## src/rtl/lx32_mc_ctrl.sv

```systemverilog
// LX32 multi-cycle control sequencer: fetch, decode, exec, mem, writeback, trap and bus watchdog.
// Defining LX32_CTRL_PERF_EN adds the perf_cycles_o/perf_retired_o counters.
module lx32_mc_ctrl #(
   parameter int unsigned BUS_TIMEOUT   = 256,
   parameter bit          RESET_PC_HOLD = 1'b0
) (
   input  logic        clk,
   input  logic        rst_n,
   input  logic        halt_req_i,
   output logic        imem_req_o,
   input  logic        imem_gnt_i,
   input  logic        imem_rvalid_i,
   input  logic [31:0] imem_rdata_i,
   output logic        dmem_req_o,
   output logic        dmem_we_o,
   input  logic        dmem_gnt_i,
   input  logic        dmem_rvalid_i,
   input  logic        branch_taken_i,
   output logic [31:0] ir_o,
   output logic        pc_we_o,
   output logic [1:0]  pc_sel_o,
   output logic        rf_we_o,
   output logic [1:0]  wb_sel_o,
   output logic        retire_o,
   output logic        trap_o,
   output logic [1:0]  trap_cause_o,
   output logic [2:0]  state_o
`ifdef LX32_CTRL_PERF_EN
   ,
   output logic [31:0] perf_cycles_o,
   output logic [31:0] perf_retired_o
`endif
);

   localparam logic [2:0] S_FETCH    = 3'd0;
   localparam logic [2:0] S_WAIT_I   = 3'd1;
   localparam logic [2:0] S_DECODE   = 3'd2;
   localparam logic [2:0] S_EXEC     = 3'd3;
   localparam logic [2:0] S_MEM_REQ  = 3'd4;
   localparam logic [2:0] S_MEM_WAIT = 3'd5;
   localparam logic [2:0] S_WB       = 3'd6;
   localparam logic [2:0] S_HALT     = 3'd7;

   localparam logic [6:0] OP_LUI    = 7'b0110111;
   localparam logic [6:0] OP_AUIPC  = 7'b0010111;
   localparam logic [6:0] OP_JAL    = 7'b1101111;
   localparam logic [6:0] OP_JALR   = 7'b1100111;
   localparam logic [6:0] OP_BRANCH = 7'b1100011;
   localparam logic [6:0] OP_LOAD   = 7'b0000011;
   localparam logic [6:0] OP_STORE  = 7'b0100011;
   localparam logic [6:0] OP_IMM    = 7'b0010011;
   localparam logic [6:0] OP_OP     = 7'b0110011;
   localparam logic [6:0] OP_MISC   = 7'b0001111;
   localparam logic [6:0] OP_SYSTEM = 7'b1110011;

   localparam logic [31:0] NOP = 32'h0000_0013;

   localparam int unsigned     WD_W     = (BUS_TIMEOUT > 1) ? $clog2(BUS_TIMEOUT) : 1;
   localparam int unsigned     WD_LIM_I = (BUS_TIMEOUT > 0) ? BUS_TIMEOUT - 1 : 0;
   localparam logic [WD_W-1:0] WD_LIMIT = WD_LIM_I[WD_W-1:0];
   localparam bit              WD_EN    = (BUS_TIMEOUT != 0);

   logic [2:0]      state_q, state_d;
   logic [31:0]     ir_q, ir_d;
   logic            trap_q, trap_d;
   logic [1:0]      cause_q, cause_d;
   logic            taken_q, taken_d;
   logic            req_active_q, req_active_d;
   logic [WD_W-1:0] wd_q, wd_d;

   logic [6:0] opcode;
   logic       is_lui, is_auipc, is_jal, is_jalr, is_branch, is_load, is_store;
   logic       is_imm, is_op, is_misc, is_system, legal, rd_nz;
   logic       wd_wait, wd_expire, wd_dmem;

   assign opcode    = ir_q[6:0];
   assign is_lui    = (opcode == OP_LUI);
   assign is_auipc  = (opcode == OP_AUIPC);
   assign is_jal    = (opcode == OP_JAL);
   assign is_jalr   = (opcode == OP_JALR);
   assign is_branch = (opcode == OP_BRANCH);
   assign is_load   = (opcode == OP_LOAD);
   assign is_store  = (opcode == OP_STORE);
   assign is_imm    = (opcode == OP_IMM);
   assign is_op     = (opcode == OP_OP);
   assign is_misc   = (opcode == OP_MISC);
   assign is_system = (opcode == OP_SYSTEM);
   assign legal     = is_lui | is_auipc | is_jal | is_jalr | is_branch | is_load | is_store
                    | is_imm | is_op | is_misc | is_system;
   assign rd_nz     = |ir_q[11:7];

   assign wd_dmem   = (state_q == S_MEM_REQ) || (state_q == S_MEM_WAIT);
   assign wd_wait   = (state_q == S_FETCH) || (state_q == S_WAIT_I) || wd_dmem;
   assign wd_expire = WD_EN && wd_wait && (wd_q == WD_LIMIT);

   // Outputs are decoded from state; rst_n gating makes requests fall the moment reset asserts.
   always_comb begin
      imem_req_o = 1'b0;
      dmem_req_o = 1'b0;
      dmem_we_o  = 1'b0;
      pc_we_o    = 1'b0;
      pc_sel_o   = 2'b00;
      rf_we_o    = 1'b0;
      wb_sel_o   = 2'b00;
      retire_o   = 1'b0;
      if (rst_n) begin
         case (state_q)
            S_FETCH:   imem_req_o = req_active_q || !halt_req_i;
            S_MEM_REQ: begin
               dmem_req_o = 1'b1;
               dmem_we_o  = is_store;
            end
            S_WB: begin
               pc_we_o  = 1'b1;
               retire_o = 1'b1;
               rf_we_o  = (is_lui | is_auipc | is_jal | is_jalr | is_load | is_imm | is_op) & rd_nz;
               if (is_jal || (is_branch && taken_q)) pc_sel_o = 2'b01;
               else if (is_jalr)                     pc_sel_o = 2'b10;
               if (is_lui)                 wb_sel_o = 2'b11;
               else if (is_jal || is_jalr) wb_sel_o = 2'b10;
               else if (is_load)           wb_sel_o = 2'b01;
            end
            default: ;
         endcase
      end
   end

   // A halt is only honoured before the fetch request goes out; once raised it is held to gnt.
   always_comb begin
      state_d = state_q;
      ir_d    = ir_q;
      trap_d  = trap_q;
      cause_d = cause_q;
      taken_d = taken_q;
      case (state_q)
         S_FETCH: begin
            if (!req_active_q && halt_req_i) state_d = S_HALT;
            else if (imem_gnt_i)             state_d = S_WAIT_I;
         end
         S_WAIT_I: begin
            if (imem_rvalid_i) begin
               ir_d    = imem_rdata_i;
               state_d = S_DECODE;
            end
         end
         S_DECODE: begin
            if (legal) begin
               state_d = S_EXEC;
            end else begin
               state_d = S_HALT;
               trap_d  = 1'b1;
               cause_d = 2'b01;
            end
         end
         S_EXEC: begin
            taken_d = branch_taken_i;
            state_d = (is_load || is_store) ? S_MEM_REQ : S_WB;
         end
         S_MEM_REQ:  if (dmem_gnt_i)    state_d = is_store ? S_WB : S_MEM_WAIT;
         S_MEM_WAIT: if (dmem_rvalid_i) state_d = S_WB;
         S_WB:       state_d = S_FETCH;
         default:    if (!trap_q && !halt_req_i) state_d = S_FETCH;
      endcase
      // A handshake in the final allowed cycle still wins over the watchdog.
      if (wd_expire && (state_d == state_q)) begin
         state_d = S_HALT;
         trap_d  = 1'b1;
         cause_d = wd_dmem ? 2'b11 : 2'b10;
      end
   end

   always_comb begin
      req_active_d = (state_q == S_FETCH) && imem_req_o && (state_d == S_FETCH);
      wd_d         = '0;
      if (WD_EN && wd_wait && (state_d == state_q)) wd_d = wd_q + WD_W'(1);
   end

   always_ff @(posedge clk or negedge rst_n) begin
      if (!rst_n) begin
         state_q      <= RESET_PC_HOLD ? S_HALT : S_FETCH;
         ir_q         <= NOP;
         trap_q       <= 1'b0;
         cause_q      <= 2'b00;
         taken_q      <= 1'b0;
         req_active_q <= 1'b0;
         wd_q         <= '0;
      end else begin
         state_q      <= state_d;
         ir_q         <= ir_d;
         trap_q       <= trap_d;
         cause_q      <= cause_d;
         taken_q      <= taken_d;
         req_active_q <= req_active_d;
         wd_q         <= wd_d;
      end
   end

   assign ir_o         = ir_q;
   assign trap_o       = trap_q;
   assign trap_cause_o = cause_q;
   assign state_o      = state_q;

`ifdef LX32_CTRL_PERF_EN
   logic [31:0] perf_cycles_q, perf_retired_q;

   always_ff @(posedge clk or negedge rst_n) begin
      if (!rst_n) begin
         perf_cycles_q  <= '0;
         perf_retired_q <= '0;
      end else begin
         perf_cycles_q <= perf_cycles_q + 32'd1;
         if (retire_o) perf_retired_q <= perf_retired_q + 32'd1;
      end
   end

   assign perf_cycles_o  = perf_cycles_q;
   assign perf_retired_o = perf_retired_q;
`endif

endmodule

```

## config.mk

```make
export PLATFORM = sky130hd
export DESIGN_NAME = lx32_mc_ctrl
export DESIGN_NICKNAME = d
export VERILOG_FILES = /design/src/rtl/lx32_mc_ctrl.sv
export SDC_FILE = /design/constraint.sdc
export NUM_CORES = 1
export LEC_CHECK = 0
export CELL_PAD_IN_SITES_DETAIL_PLACEMENT = 0
export CELL_PAD_IN_SITES_GLOBAL_PLACEMENT = 1
export CORE_ASPECT_RATIO = 1.75
export CORE_MARGIN = 5
export CORE_UTILIZATION = 35
export DETAILED_ROUTE_END_ITERATION = 6
export PLACE_DENSITY_LB_ADDON = 0.1
export SYNTH_ARGS = -nofsm -noshare
export SYNTH_HDL_FRONTEND = slang
export SYNTH_SLANG_ARGS = --single-unit
```

## constraint.sdc

```tcl
create_clock -name clk -period 3.72 [get_ports clk]
set_input_delay 1.116 -clock clk [delete_from_list [all_inputs] [get_ports clk]]
set_output_delay 1.116 -clock clk [all_outputs]
set_load 0.03 [all_outputs]
```

==> implementation parameters <==
Parameter                              Value

Final layout
  Number of filler instances in the final layout ... 630
  Sequential cell area ... 1200 um^2
  Area growth from synthesis to layout ... 44.6%
  Ant. Diodes ... 0
  Number of non-filler instances in the completed layout ... 376
  Nets@finish ... 334
  Fraction of final layout cells sized beyond drive strength 1 ... 0.255
  Multi-input gate area ... 1070 um^2

Timing
  Fin crit period ... 3.33 ns
  Maximum frequency from static timing analysis ... 300 MHz
  Slew of the pin with the lowest slew margin ... 0.433 ns
  Setup TNS ... 0 ns
  Total count of hold-check failures in the final report ... 0
  Final Slew Violations ... 0
  Final period util ... 0.896
  RSZ-0062 raised after global routing ... false
  Final Setup Violations ... 0
  Clock tree skew after final layout ... 0.00393 ns
  Headroom to the max-slew limit ... 0.711

Global routing
  Wire length of the first global-routing pass ... 9940 um
  Pin count of the biggest net entering global routing ... 34
  Number of global-route vias before repair ... 2,004
  GRT Residual Overflow ... 0
  Number of antenna violations at the first check in global routing ... 0
  GR Util All Layers ... 0.147

Die
  Count of boundary I/O pins ... 88
  Core Region ... 6590 um^2
  Die X-Extent ... 72.4 um
  Std-Cell Rows ... 39
  Die area ... 8630 um^2
  Height of the die ... 119 um
  Initial cell density of the core ... 0.362

Placement
  Weighted congestion at the end of routability-driven global placement ... 0.748
  PortBufs ... 87
  Total placed cells including tap cells ... 368
  HPWL after detailed placement ... 4590 um

Synthesis
  Top cells by area in the synthesized netlist ... dfrtp_1 (47%), mux2_2 (15%), dfstp_2 (3.3%)
  Area share of the leading cell type in the synthesized netlist ... 0.472
  Most instantiated flip-flop cell in the synthesis netlist ... dfrtp_1
  Ys Warns ... 0
  Share of synthesized area occupied by flip-flops and latches ... 0.505
  Cell count after synthesis ... 207
  Largest area contributor in the netlist ... dfrtp_1
  Register bit total from synthesis ... 48
  Most common cell in the synthesized netlist ... dfrtp_1
  Share of flip-flops with an asynchronous set or reset ... 1.00
  EDFF count, synth ... 0
  Mapped Nets ... 248
  Ranking of synthesized cells by instance count ... dfrtp_1 (45), mux2_2 (32), nor2_1 (13), nand2_1 (9), nor2_2 (8)
  Synthesized cell area ... 2380 um^2
  Mapped Avg Cell Area ... 11.5 um^2
  Post-synthesis cell type count ... 49

Setup path
  Flop2flop setup slack ... 1.45 ns
  CP Launch Type ... primary input
  Kind of capture point of the worst setup path ... output pin
  Category of the most critical setup path ... in -> out
  Start point of the critical path ... halt_req_i
  Cells on worst reg2reg path ... 6
  Destination of the worst register-to-register timing path ... wd_q[6]$_DFF_PN0_
  Max Fanout on Critical Path ... 3
  CP required ... 2.60 ns
  Data arrival time of the worst path ... 2.22 ns
  Destination of the critical timing path ... imem_req_o
  Startpoint of the worst-slack reg-to-reg timing path ... ir_o[1]$_DFFE_PN1P_

Clock tree
  Number of buffers on the longest clock path ... 2
  Total number of H-tree levels ... 2
  Clock Sink Count ... 48
  TritonCTS clock tree ... built
  Number of buffers added by the clock tree synthesis step ... 5
  Total setup buffers inserted after CTS ... 0
  Clk slew on worst S/H paths ... 0.06 ns
  Clock insertion delay at the later pin of the skew report ... 0.28 ns
  Root Buffer Master ... clkbuf_16
  Number of gates given a new drive strength after cts ... 0
  Post-CTS Hold Fix Bufs ... 0

Run
  Number of max-cap violations ... 0

Detailed routing
  Routed length per instance ... 16.0 um
  1st-pass router iterations ... 4
  Number of routed nets with antenna violations ... 0
  Detailed-route wire length ... 6010 um
  Via Count ... 1,875
  Residual DRC count ... 0
  Ratio of routed vias to standard cells ... 4.99
  Count of routing violations after the opening detailed-route iteration ... 101

Pwr
  Leakage power of the design ... 1.41 nW
  VDD IR-drop max ... 408 uV
  PwrDens ... 876 nW/um^2
  Power, Total ... 3.02 mW

Worst hold path
  Class of the most critical hold timing path ... reg -> reg
  Number of instances on the worst hold path ... 1

Outcome
  Result of the run ... finished, final reports clean
[flip-flops by register name, indices dropped and copies added, names as in the netlist]
name,count
trap_o,1
taken_q,1
trap_cause_o,2
ir_o,32
wd_q,8
req_active_q,1
state_o,3
[final cells by class]
| cell class | instances | share of cell area |
|---|---|---|
| tap | 82 | 0.0298 |
| timing repair buffer | 93 | 0.261 |
| clock buffer | 8 | 0.0425 |
| multi-input combinational | 140 | 0.312 |
| inverter | 5 | 0.00544 |
| sequential | 48 | 0.349 |
[how the worst min path moves through the flow]
stage	end	slack [ns]	start
after global routing	wd_q[0]$_DFF_PN0_	0.51	wd_q[0]$_DFF_PN0_
final	wd_q[0]$_DFF_PN0_	0.48	wd_q[0]$_DFF_PN0_
after floorplan	wd_q[0]$_DFF_PN0_	0.45	wd_q[0]$_DFF_PN0_
after detailed placement	wd_q[0]$_DFF_PN0_	0.47	wd_q[0]$_DFF_PN0_
after global placement	wd_q[0]$_DFF_PN0_	0.48	wd_q[0]$_DFF_PN0_
after CTS	wd_q[0]$_DFF_PN0_	0.49	wd_q[0]$_DFF_PN0_
[through the flow]
| step | setup WS [ns] | hold WS [ns] | area [um^2] | utilization |
|---|---|---|---|---|
| floorplan | 0.175 | 0.452 | 2390 | - |
| global placement | 0.414 | 0.478 | 3300 | 0.501 |
| detailed placement | 0.397 | 0.475 | 3300 | 0.501 |
| CTS | 0.383 | 0.485 | 3450 | 0.523 |
| global route | 0.316 | 0.510 | 3450 | 0.523 |
| finish | 0.385 | 0.482 | 3450 | 0.523 |
[cell families after synthesis]
kind of cell	synth area share
AOI/OAI and AO/OA	0.0861
xor gates and xnor gates	0.0289
adders and majority gates	0.00525
buffers and inverters	0.0467
DFF	0.505
muxes	0.151
and+or+nand+nor	0.177
[critical path, stage by stage]
cell and delay [ns]:
clkdlybuf4s50_1 0.43, and2b_1 0.18, nor2_1 0.11, and3_1 0.24
buf_12 0.14
[report_power, final]
group          leakage, nW  switching, mW  total, mW  internal, mW
registers            0.587          0.204      0.957         0.753
logic                0.750          0.887       1.61         0.726
clock network       0.0712          0.181      0.449         0.268
[per-layer routing]
layer	track usage	up-vias	share of wire
li1	-	902	-
met1	0.163	898	0.38
met2	0.255	65	0.52
met3	0.0497	10	0.081
met4	0.0566	0	0.022
met5	0	-	0
[cells in the final DEF (no fill, tap or decap), types with 2 or more instances in the layout]
| master | netlist | final |
|---|---|---|
| inv_1 | 5 | 5 |
| xnor2_1 | 2 | 2 |
| nor3_1 | 5 | 5 |
| xor2_1 | 4 | 4 |
| and3_1 | 4 | 4 |
| o211ai_1 | 2 | 2 |
| nand3_1 | 7 | 7 |
| mux2_2 | 32 | 32 |
| nor2_1 | 13 | 13 |
| o21ai_0 | 6 | 6 |
| clkbuf_16 | 0 | 5 |
| nor2b_1 | 5 | 5 |
| dfrtp_1 | 45 | 45 |
| clkbuf_1 | 5 | 2 |
| clkdlybuf4s50_1 | 0 | 77 |
| or3_1 | 4 | 4 |
| nor3b_1 | 2 | 2 |
| a21oi_1 | 6 | 6 |
| nand2_1 | 9 | 9 |
| nor2_2 | 8 | 8 |
| buf_4 | 3 | 14 |
| dfstp_2 | 3 | 3 |
| and2b_1 | 2 | 2 |
| o22ai_1 | 2 | 2 |
| nand4_1 | 4 | 4 |
Power figures use the tool's default switching activity.
